==> src/rtl/debounce_pkg.sv <==
// Shared types and constants for the push-button debounce path.
package debounce_pkg;

  typedef enum logic [1:0] {
    RELEASED     = 2'd0,
    PRESS_WAIT   = 2'd1,
    PRESSED      = 2'd2,
    RELEASE_WAIT = 2'd3
  } debounce_state_e;

  // 20 ms at 50 MHz
  localparam int DEFAULT_DEBOUNCE_CYCLES = 1000000;

endpackage

==> src/rtl/sync_2ff.sv <==
// Single-bit two-flop synchroniser for asynchronous pads, with a selectable reset value.
module sync_2ff #(
  parameter bit RESET_VAL = 1'b1
) (
  input  logic clk,
  input  logic rst_n,
  input  logic d,
  output logic q
);

  logic s1;

  always_ff @(posedge clk or negedge rst_n) begin
    if (!rst_n) begin
      s1 <= RESET_VAL;
      q  <= RESET_VAL;
    end else begin
      s1 <= d;
      q  <= s1;
    end
  end

endmodule

==> src/rtl/button_debounce.sv <==
// Debounces an active-low push-button: synchronised level, press/release strobes and a toggle flag.
module button_debounce
  import debounce_pkg::*;
#(
  parameter int DEBOUNCE_CYCLES = DEFAULT_DEBOUNCE_CYCLES,
  parameter int CNT_W           = $clog2(DEBOUNCE_CYCLES)
) (
  input  logic            CLOCK_50,
  input  logic            reset_n,
  input  logic            btn_n,
  output logic            btn_level,
  output logic            press_pulse,
  output logic            release_pulse,
  output logic            toggle_state,
  output debounce_state_e state_dbg
);

  localparam logic [CNT_W-1:0] CNT_MAX = CNT_W'(DEBOUNCE_CYCLES - 1);

  logic            s2;
  debounce_state_e state_q, state_d;
  logic [CNT_W-1:0] cnt_q, cnt_d;
  logic            accept_press, accept_release;
  logic            level_d, toggle_d;

  sync_2ff #(.RESET_VAL(1'b1)) u_sync (
    .clk   (CLOCK_50),
    .rst_n (reset_n),
    .d     (btn_n),
    .q     (s2)
  );

  always_ff @(posedge CLOCK_50 or negedge reset_n) begin
    if (!reset_n) begin
      state_q <= RELEASED;
      cnt_q   <= '0;
    end else begin
      state_q <= state_d;
      cnt_q   <= cnt_d;
    end
  end

  // Any sample of the opposite level while waiting restarts qualification.
  always_comb begin
    state_d = state_q;
    cnt_d   = cnt_q;
    case (state_q)
      RELEASED: begin
        if (!s2) begin
          state_d = PRESS_WAIT;
          cnt_d   = '0;
        end
      end
      PRESS_WAIT: begin
        if (s2) begin
          state_d = RELEASED;
          cnt_d   = '0;
        end else if (cnt_q == CNT_MAX) begin
          state_d = PRESSED;
          cnt_d   = '0;
        end else begin
          cnt_d = cnt_q + 1'b1;
        end
      end
      PRESSED: begin
        if (s2) begin
          state_d = RELEASE_WAIT;
          cnt_d   = '0;
        end
      end
      RELEASE_WAIT: begin
        if (!s2) begin
          state_d = PRESSED;
          cnt_d   = '0;
        end else if (cnt_q == CNT_MAX) begin
          state_d = RELEASED;
          cnt_d   = '0;
        end else begin
          cnt_d = cnt_q + 1'b1;
        end
      end
      default: begin
        state_d = RELEASED;
        cnt_d   = '0;
      end
    endcase
  end

  always_comb begin
    accept_press   = (state_q == PRESS_WAIT)   && !s2 && (cnt_q == CNT_MAX);
    accept_release = (state_q == RELEASE_WAIT) &&  s2 && (cnt_q == CNT_MAX);
    level_d        = btn_level;
    if (accept_press)   level_d = 1'b1;
    if (accept_release) level_d = 1'b0;
    toggle_d       = toggle_state ^ accept_press;
  end

  // Strobes are loaded every cycle, so they drop on the edge after they rise.
  always_ff @(posedge CLOCK_50 or negedge reset_n) begin
    if (!reset_n) begin
      btn_level     <= 1'b0;
      press_pulse   <= 1'b0;
      release_pulse <= 1'b0;
      toggle_state  <= 1'b0;
    end else begin
      btn_level     <= level_d;
      press_pulse   <= accept_press;
      release_pulse <= accept_release;
      toggle_state  <= toggle_d;
    end
  end

  assign state_dbg = state_q;

endmodule

==> config.mk <==
export PLATFORM = sky130hd
export DESIGN_NAME = button_debounce
export DESIGN_NICKNAME = d
export VERILOG_FILES = /design/src/rtl/debounce_pkg.sv /design/src/rtl/sync_2ff.sv /design/src/rtl/button_debounce.sv
export SDC_FILE = /design/constraint.sdc
export NUM_CORES = 1
export LEC_CHECK = 0
export BUFFER_PORTS_ARGS = -buffer_cell sky130_fd_sc_hd__buf_2
export CAP_MARGIN = 10
export CORE_UTILIZATION = 30
export CTS_CLUSTER_SIZE = 20
export DETAILED_ROUTE_END_ITERATION = 10
export GPL_TIMING_DRIVEN = 0
export PLACE_DENSITY = 0.55
export SLEW_MARGIN = 20
export SYNTH_ARGS = -nofsm -noshare
export SYNTH_HDL_FRONTEND = slang
export SYNTH_SLANG_ARGS = --single-unit
==> constraint.sdc <==
create_clock -name CLOCK_50 -period 3.5 [get_ports CLOCK_50]
set_input_delay 0.7 -clock CLOCK_50 [delete_from_list [all_inputs] [get_ports CLOCK_50]]
set_output_delay 0.7 -clock CLOCK_50 [all_outputs]
set_load 0.02 [all_outputs]
==> impl_metrics.tcl, run 1 <==
set metrics [dict create \
    status "finished, final reports clean" \
    max_clock_freq_mhz 472 \
    grt_pass1_vias 1221 \
    cts.path.max_buffers 2 \
    max_stage_delay_ns 0.59 \
    wl_mm 3.37 \
    io_pins 9 \
    fin_crit_sh_pct 60.6 \
    synth_flop_cell "dfrtp_1" \
    initial_core_util_pct 32.4 \
    path_max_fanout 10 \
    cp.arrival_ns 2.30 \
    maxSlewViolCount 0 \
    min_period_ns 2.12 \
    path_buf_inv 1 \
    route.met2.wl_mm 1.61 \
    grt_usage_pct 14.5 \
    crit_path_top_delay_cell "or4b_4" \
    ys_seq_area_share_pct 48.2 \
    ant_nets 0 \
    crit_chain "or4b_4, nor4_4, a21oi_2, buf_2, a22o_1" \
    grt_max_degree 29 \
    clkSinkCount 28 \
    row_count 24 \
    start_kind "flip-flop" \
    cts_resized 0 \
    drc 0 \
    clkLatencyLatePin_ns 0.28 \
    cts_tree "yes" \
    top_layer "met4" \
    ys_ff_latch 28 \
    p_leak_nw 0.684 \
    synth_area_leaders "dfrtp_1 45%, nand2_1 5.4%, a31oi_1 4.7%, nand3_1 4.5%, dfstp_2 3.6%" \
    yosysMostFrequentCell "dfrtp_1" \
    worst-setup-path-type "reg2reg" \
    grt_pass1_wl_mm 5.84 \
    fin_nets 169 \
    synth-edff-count 0 \
    rsz0062_at_grt "false" \
    numCtsBuffers 3 \
    synth_area_per_cell_um2 9.59 \
    fill_cells 470 \
    yosys-top-cells-count "26 x dfrtp_1, 21 x nand2_1, 13 x nand3_1, 11 x a31oi_1, 10 x a21oi_1" \
    finalSetupTns_ns 0 \
    dieArea_mm2 0.00514 \
    ys_types 37 \
    vias_per_cell 5.68 \
    cts_hold_buffers 0 \
    synthCells 152 \
    max-slew-margin-rel_pct 44.3 \
    drive_above_1_share_pct 14.6 \
    cap_violations 0 \
    grt_remaining_overflow 0 \
    hpwlAfterDp_mm 2.36 \
    r2r_start "cnt_q[10]" \
    drtIter0Drc 87 \
    cp_top_family "simple AND/OR/NAND/NOR gates" \
    endpoint_kind "flip-flop" \
    routed-wl-met3_um 157 \
    peakVddDrop_mv 0.197 \
    wl_per_cell_um 15.6 \
    htreeDepth 1 \
    fin_skew_ns 0.00977 \
    die_h_um 71.7 \
    synth_top_area_share_pct 44.6 \
    synth_top_area_cell "dfrtp_1" \
    finalSetupViolations 0 \
    syn_to_final_growth_pct 10.3 \
    cts_setup_buffers 0 \
    diodes 0 \
    gp_congestion 0.795 \
    synth_nets 156 \
    crit_required_ns 3.68 \
    fp.dieW_um 71.7 \
    worst_slew_pin_slew_ns 0.828 \
    drt-pass1-iter-count 4 \
    power_density_mw_per_mm2 353 \
    cts-root-buf "clkbuf_8" \
    wl_met1_mm 1.59 \
    finalHoldViolCount 0 \
    hp-start "u_sync.s1" \
    core-area_mm2 0.00450 \
    antenna_found_initial 0 \
    io_buffers 8 \
    synthArstFlopShare_pct 100 \
    ys_warn_count 0 \
    vias 1227 \
    cts.clk_slew.worst_paths_ns 0.10 \
    hold_ws_ns 0.363 \
    startpoint "cnt_q[10]" \
    synthesis.area_mm2 0.00146 \
    worstHoldPathType "reg2reg" \
]
## sequential cells by signal, summed over array words and instances, names as in the netlist, named ones only
signal         cells
btn_level          1
cnt_q             20
press_pulse        1
release_pulse      1
state_dbg          1
toggle_state       1
u_sync.q           1
u_sync.s1          1
## stage by stage
| stage | setup slack [ns] | utilization, % | cells | power, mW | cell area (um2) |
|---|---|---|---|---|---|
| after floorplan | 1.59 | - | 152 | 0.374 | 1460 |
| after global placement | 1.43 | 34.7 | 212 | 0.391 | 1560 |
| after detailed placement | 1.39 | 34.7 | 212 | 0.393 | 1560 |
| after CTS | 1.37 | 35.7 | 216 | 0.575 | 1610 |
| after global routing | 1.28 | 35.7 | 216 | 0.595 | 1610 |
| final | 1.38 | 35.7 | 216 | 0.568 | 1610 |
## path summary, 6_finish.rpt
path                             end  slack, ns  cells after the start
max reg2reg                cnt_q[10]       1.38                      5
min reg2reg                 u_sync.q       0.36                      0
min in group asynchronous  cnt_q[12]       0.43                      1
max in group asynchronous  cnt_q[13]       2.66                      1
max                        cnt_q[10]       1.38                      5
min                         u_sync.q       0.36                      0
## cells in the final DEF (no fill, tap or decap), types with 3 or more instances in the layout
master	instances
a41oi_1	5
a22o_1	4
dfrtp_1	26
clkbuf_8	3
inv_1	5
a21oi_1	10
buf_2	10
a31oi_1	11
xnor2_1	3
nand3_1	13
nor2_1	8
o21ai_0	4
nor3_1	4
nand2_1	21
nand4_1	3
## per-layer routing
layer | up-vias | track usage [%]
met4 | 0 | 2.61
li1 | 590 | -
met5 | - | 0
met2 | 27 | 23.5
met1 | 607 | 19.6
met3 | 3 | 3.80
## layout make-up
class / count / area, um2 / share of cell area, %
sequential: 28 / 703 / 43.7
multi-input combinational: 114 / 699 / 43.5
tap: 52 / 65.1 / 4.05
clock buffer: 4 / 45.0 / 2.80
timing repair buffer: 8 / 40.0 / 2.49
buffer: 5 / 36.3 / 2.26
inverter: 5 / 18.8 / 1.17
## kinds of logic (layout without fill, tap and decap cells)
| kind of cell | after synthesis | after routing | synth area share, % |
|---|---|---|---|
| AND/OR/NAND/NOR | 65 | 65 | 23.7 |
| multiplexers | 3 | 3 | 2.15 |
| adder cells (fa/ha/maj) | 1 | 1 | 0.858 |
| AO/OA/AOI/OAI | 40 | 40 | 18.3 |
| XOR/XNOR | 5 | 5 | 3.00 |
| flip-flops | 28 | 28 | 48.2 |
| buffers and inverters | 10 | 22 | 3.78 |
## report_power, final
group | switching, mW | total (mW) | internal [mW]
clock network | 0.0998 | 0.182 | 0.0818
registers | 0.0125 | 0.345 | 0.332
logic | 0.0280 | 0.0419 | 0.0139
total | 0.140 | 0.568 | 0.428
No activity file was read; power rests on OpenSTA's default activity.
==> run 2: changes to the inputs <==
PLACE_DENSITY = 0.57   (was 0.55)
clock period = 1.7 ns   (was 3.5 ns; I/O delays follow)
==> impl_metrics.tcl, run 2 (synthesis results as in run 1) <==
set metrics [dict create \
    htreeDepth 1 \
    gp_congestion 0.827 \
    largest_register "cnt_q" \
    antenna_found_initial 0 \
    final_common_cell "dfrtp_1" \
    wl_mm 3.72 \
    grt_remaining_overflow 0 \
    min_period_ns 2.03 \
    use_met1_pct 19.6 \
    layout_common_cells "25 x dfrtp_1, 19 x nand2_1, 12 x nand3_1, 10 x a31oi_1, 9 x buf_2" \
    worst_slew_pin_slew_ns 0.872 \
    endpoint_kind "flip-flop" \
    clkSinkCount 28 \
    crit_required_ns 1.87 \
    worst_slack_ns -0.327 \
    worst-setup-path-type "reg2reg" \
    peakVddDrop_mv 0.632 \
    drtIter0Drc 126 \
    die_h_um 71.7 \
    numCtsBuffers 3 \
    rsz0062_at_grt "true" \
    fin_nets 178 \
    maxSlewViolCount 0 \
    hold_ws_ns 0.0749 \
    grt_max_degree 29 \
    row_count 24 \
    io_buffers 8 \
    r2r_cells 6 \
    drt-pass1-iter-count 4 \
    power_density_mw_per_mm2 679 \
    cp.arrival_ns 2.20 \
    met2_usage_pct 24.7 \
    start_kind "flip-flop" \
    max-slew-margin-rel_pct 41.7 \
    drc 0 \
    fin_crit_sh_pct 119 \
    hpwlAfterDp_mm 2.30 \
    cts.clk_slew.worst_paths_ns 0.09 \
    finalSetupViolations 26 \
    dieArea_mm2 0.00514 \
    fin_skew_ns 0.00429 \
    grtUsageMet3_pct 2.67 \
    stdcell_area_mm2 0.00181 \
    io_pins 9 \
    wl_per_cell_um 16.5 \
    cts_tree "yes" \
    placed_area_mm2 0.00158 \
    grt_pass1_wl_mm 5.95 \
    max_clock_freq_mhz 493 \
    drive_above_1_share_pct 30.6 \
    cts_hold_buffers 0 \
    grt.busiest_layer "met2" \
    cts-root-buf "clkbuf_8" \
    syn_to_final_growth_pct 24.1 \
    worstHoldPathType "in2async" \
    clkLatencyLatePin_ns 0.28 \
    grt_pass1_vias 1251 \
    finalSetupTns_ns -6.21 \
    cap_violations 0 \
    p_leak_nw 0.737 \
    status "finished with violations" \
    fp.dieW_um 71.7 \
    diodes 0 \
    vias_per_cell 5.76 \
    finalPower_mw 1.23 \
    violations "negative setup slack" \
    initial_core_util_pct 32.4 \
    grt_usage_pct 14.6 \
    ant_nets 0 \
    largest_reg_flops 20 \
    vias 1297 \
    path_max_fanout 6 \
    cts.path.max_buffers 2 \
    finalHoldViolCount 0 \
    core-area_mm2 0.00450 \
]
run 2: cell count changes in the layout (fill, tap and decap cells not counted), sizes merged:
cell	before	now
a21oi	11	12
buf	13	21
run 2: path summary, 6_finish.rpt:
path,slack [ns],startpoint,end
setup / recovery,-0.33,cnt_q[12],cnt_q[0]
setup reg to reg,-0.33,cnt_q[12],cnt_q[0]
max in group asynchronous,1.18,reset_n,cnt_q[15]
hold reg to reg,0.36,u_sync.s1,u_sync.q
min in group CLOCK_50,0.15,btn_n,u_sync.s1
hold / removal,0.07,reset_n,cnt_q[13]
run 2: routing by layer:
| metal | share of wire [%] | vias to the layer above |
|---|---|---|
| li1 | - | 613 |
| met1 | 46 | 632 |
| met2 | 48 | 44 |
| met3 | 4.4 | 8 |
| met4 | 1.5 | 0 |
| met5 | 0 | - |
run 2: final cells by class:
class | instances | area [um2]
plain buffers | 5 | 48.8
clock buffers | 4 | 55.1
fillers | 439 | 2700
inverters | 5 | 18.8
multi-input cells | 115 | 812
flip-flops and latches | 28 | 704
well taps | 52 | 65.1
repair buffers | 16 | 105
run 2: power by group:
part	internal, mW	leakage, nW	switching [mW]	total [mW]
combinational	0.0360	0.330	0.0656	0.102
clock	0.208	0.0288	0.208	0.415
sequential	0.684	0.379	0.0270	0.711
total	0.928	0.737	0.300	1.23
run 2: metrics by stage:
step | setup WS (ns) | std cells | util [%]
finish | -0.327 | 225 | 40.2
global route | -0.387 | 225 | 40.2
CTS | -0.364 | 220 | 37.9
detailed placement | -0.377 | 212 | 35.1
global placement | -0.364 | 212 | 35.1
floorplan | -0.206 | 152 | -
run 2: critical path, stage by stage, from the launching register on:
cell and delay [ns]:
dfrtp_1 0.40, or4b_4 0.57, nor4_4 0.25, buf_4 0.18, a21oi_4 0.09, buf_6 0.18
mux2_2 0.25
run 2: timing repair:
action                                 in CTS  in global routing
pin swaps                                   4                  9
gates cloned                                0                  3
buffers inserted                            4                  2
endpoints found under the hold margin       0                  0
gates resized for setup                     8                 20
setup endpoints to repair                  26                 26
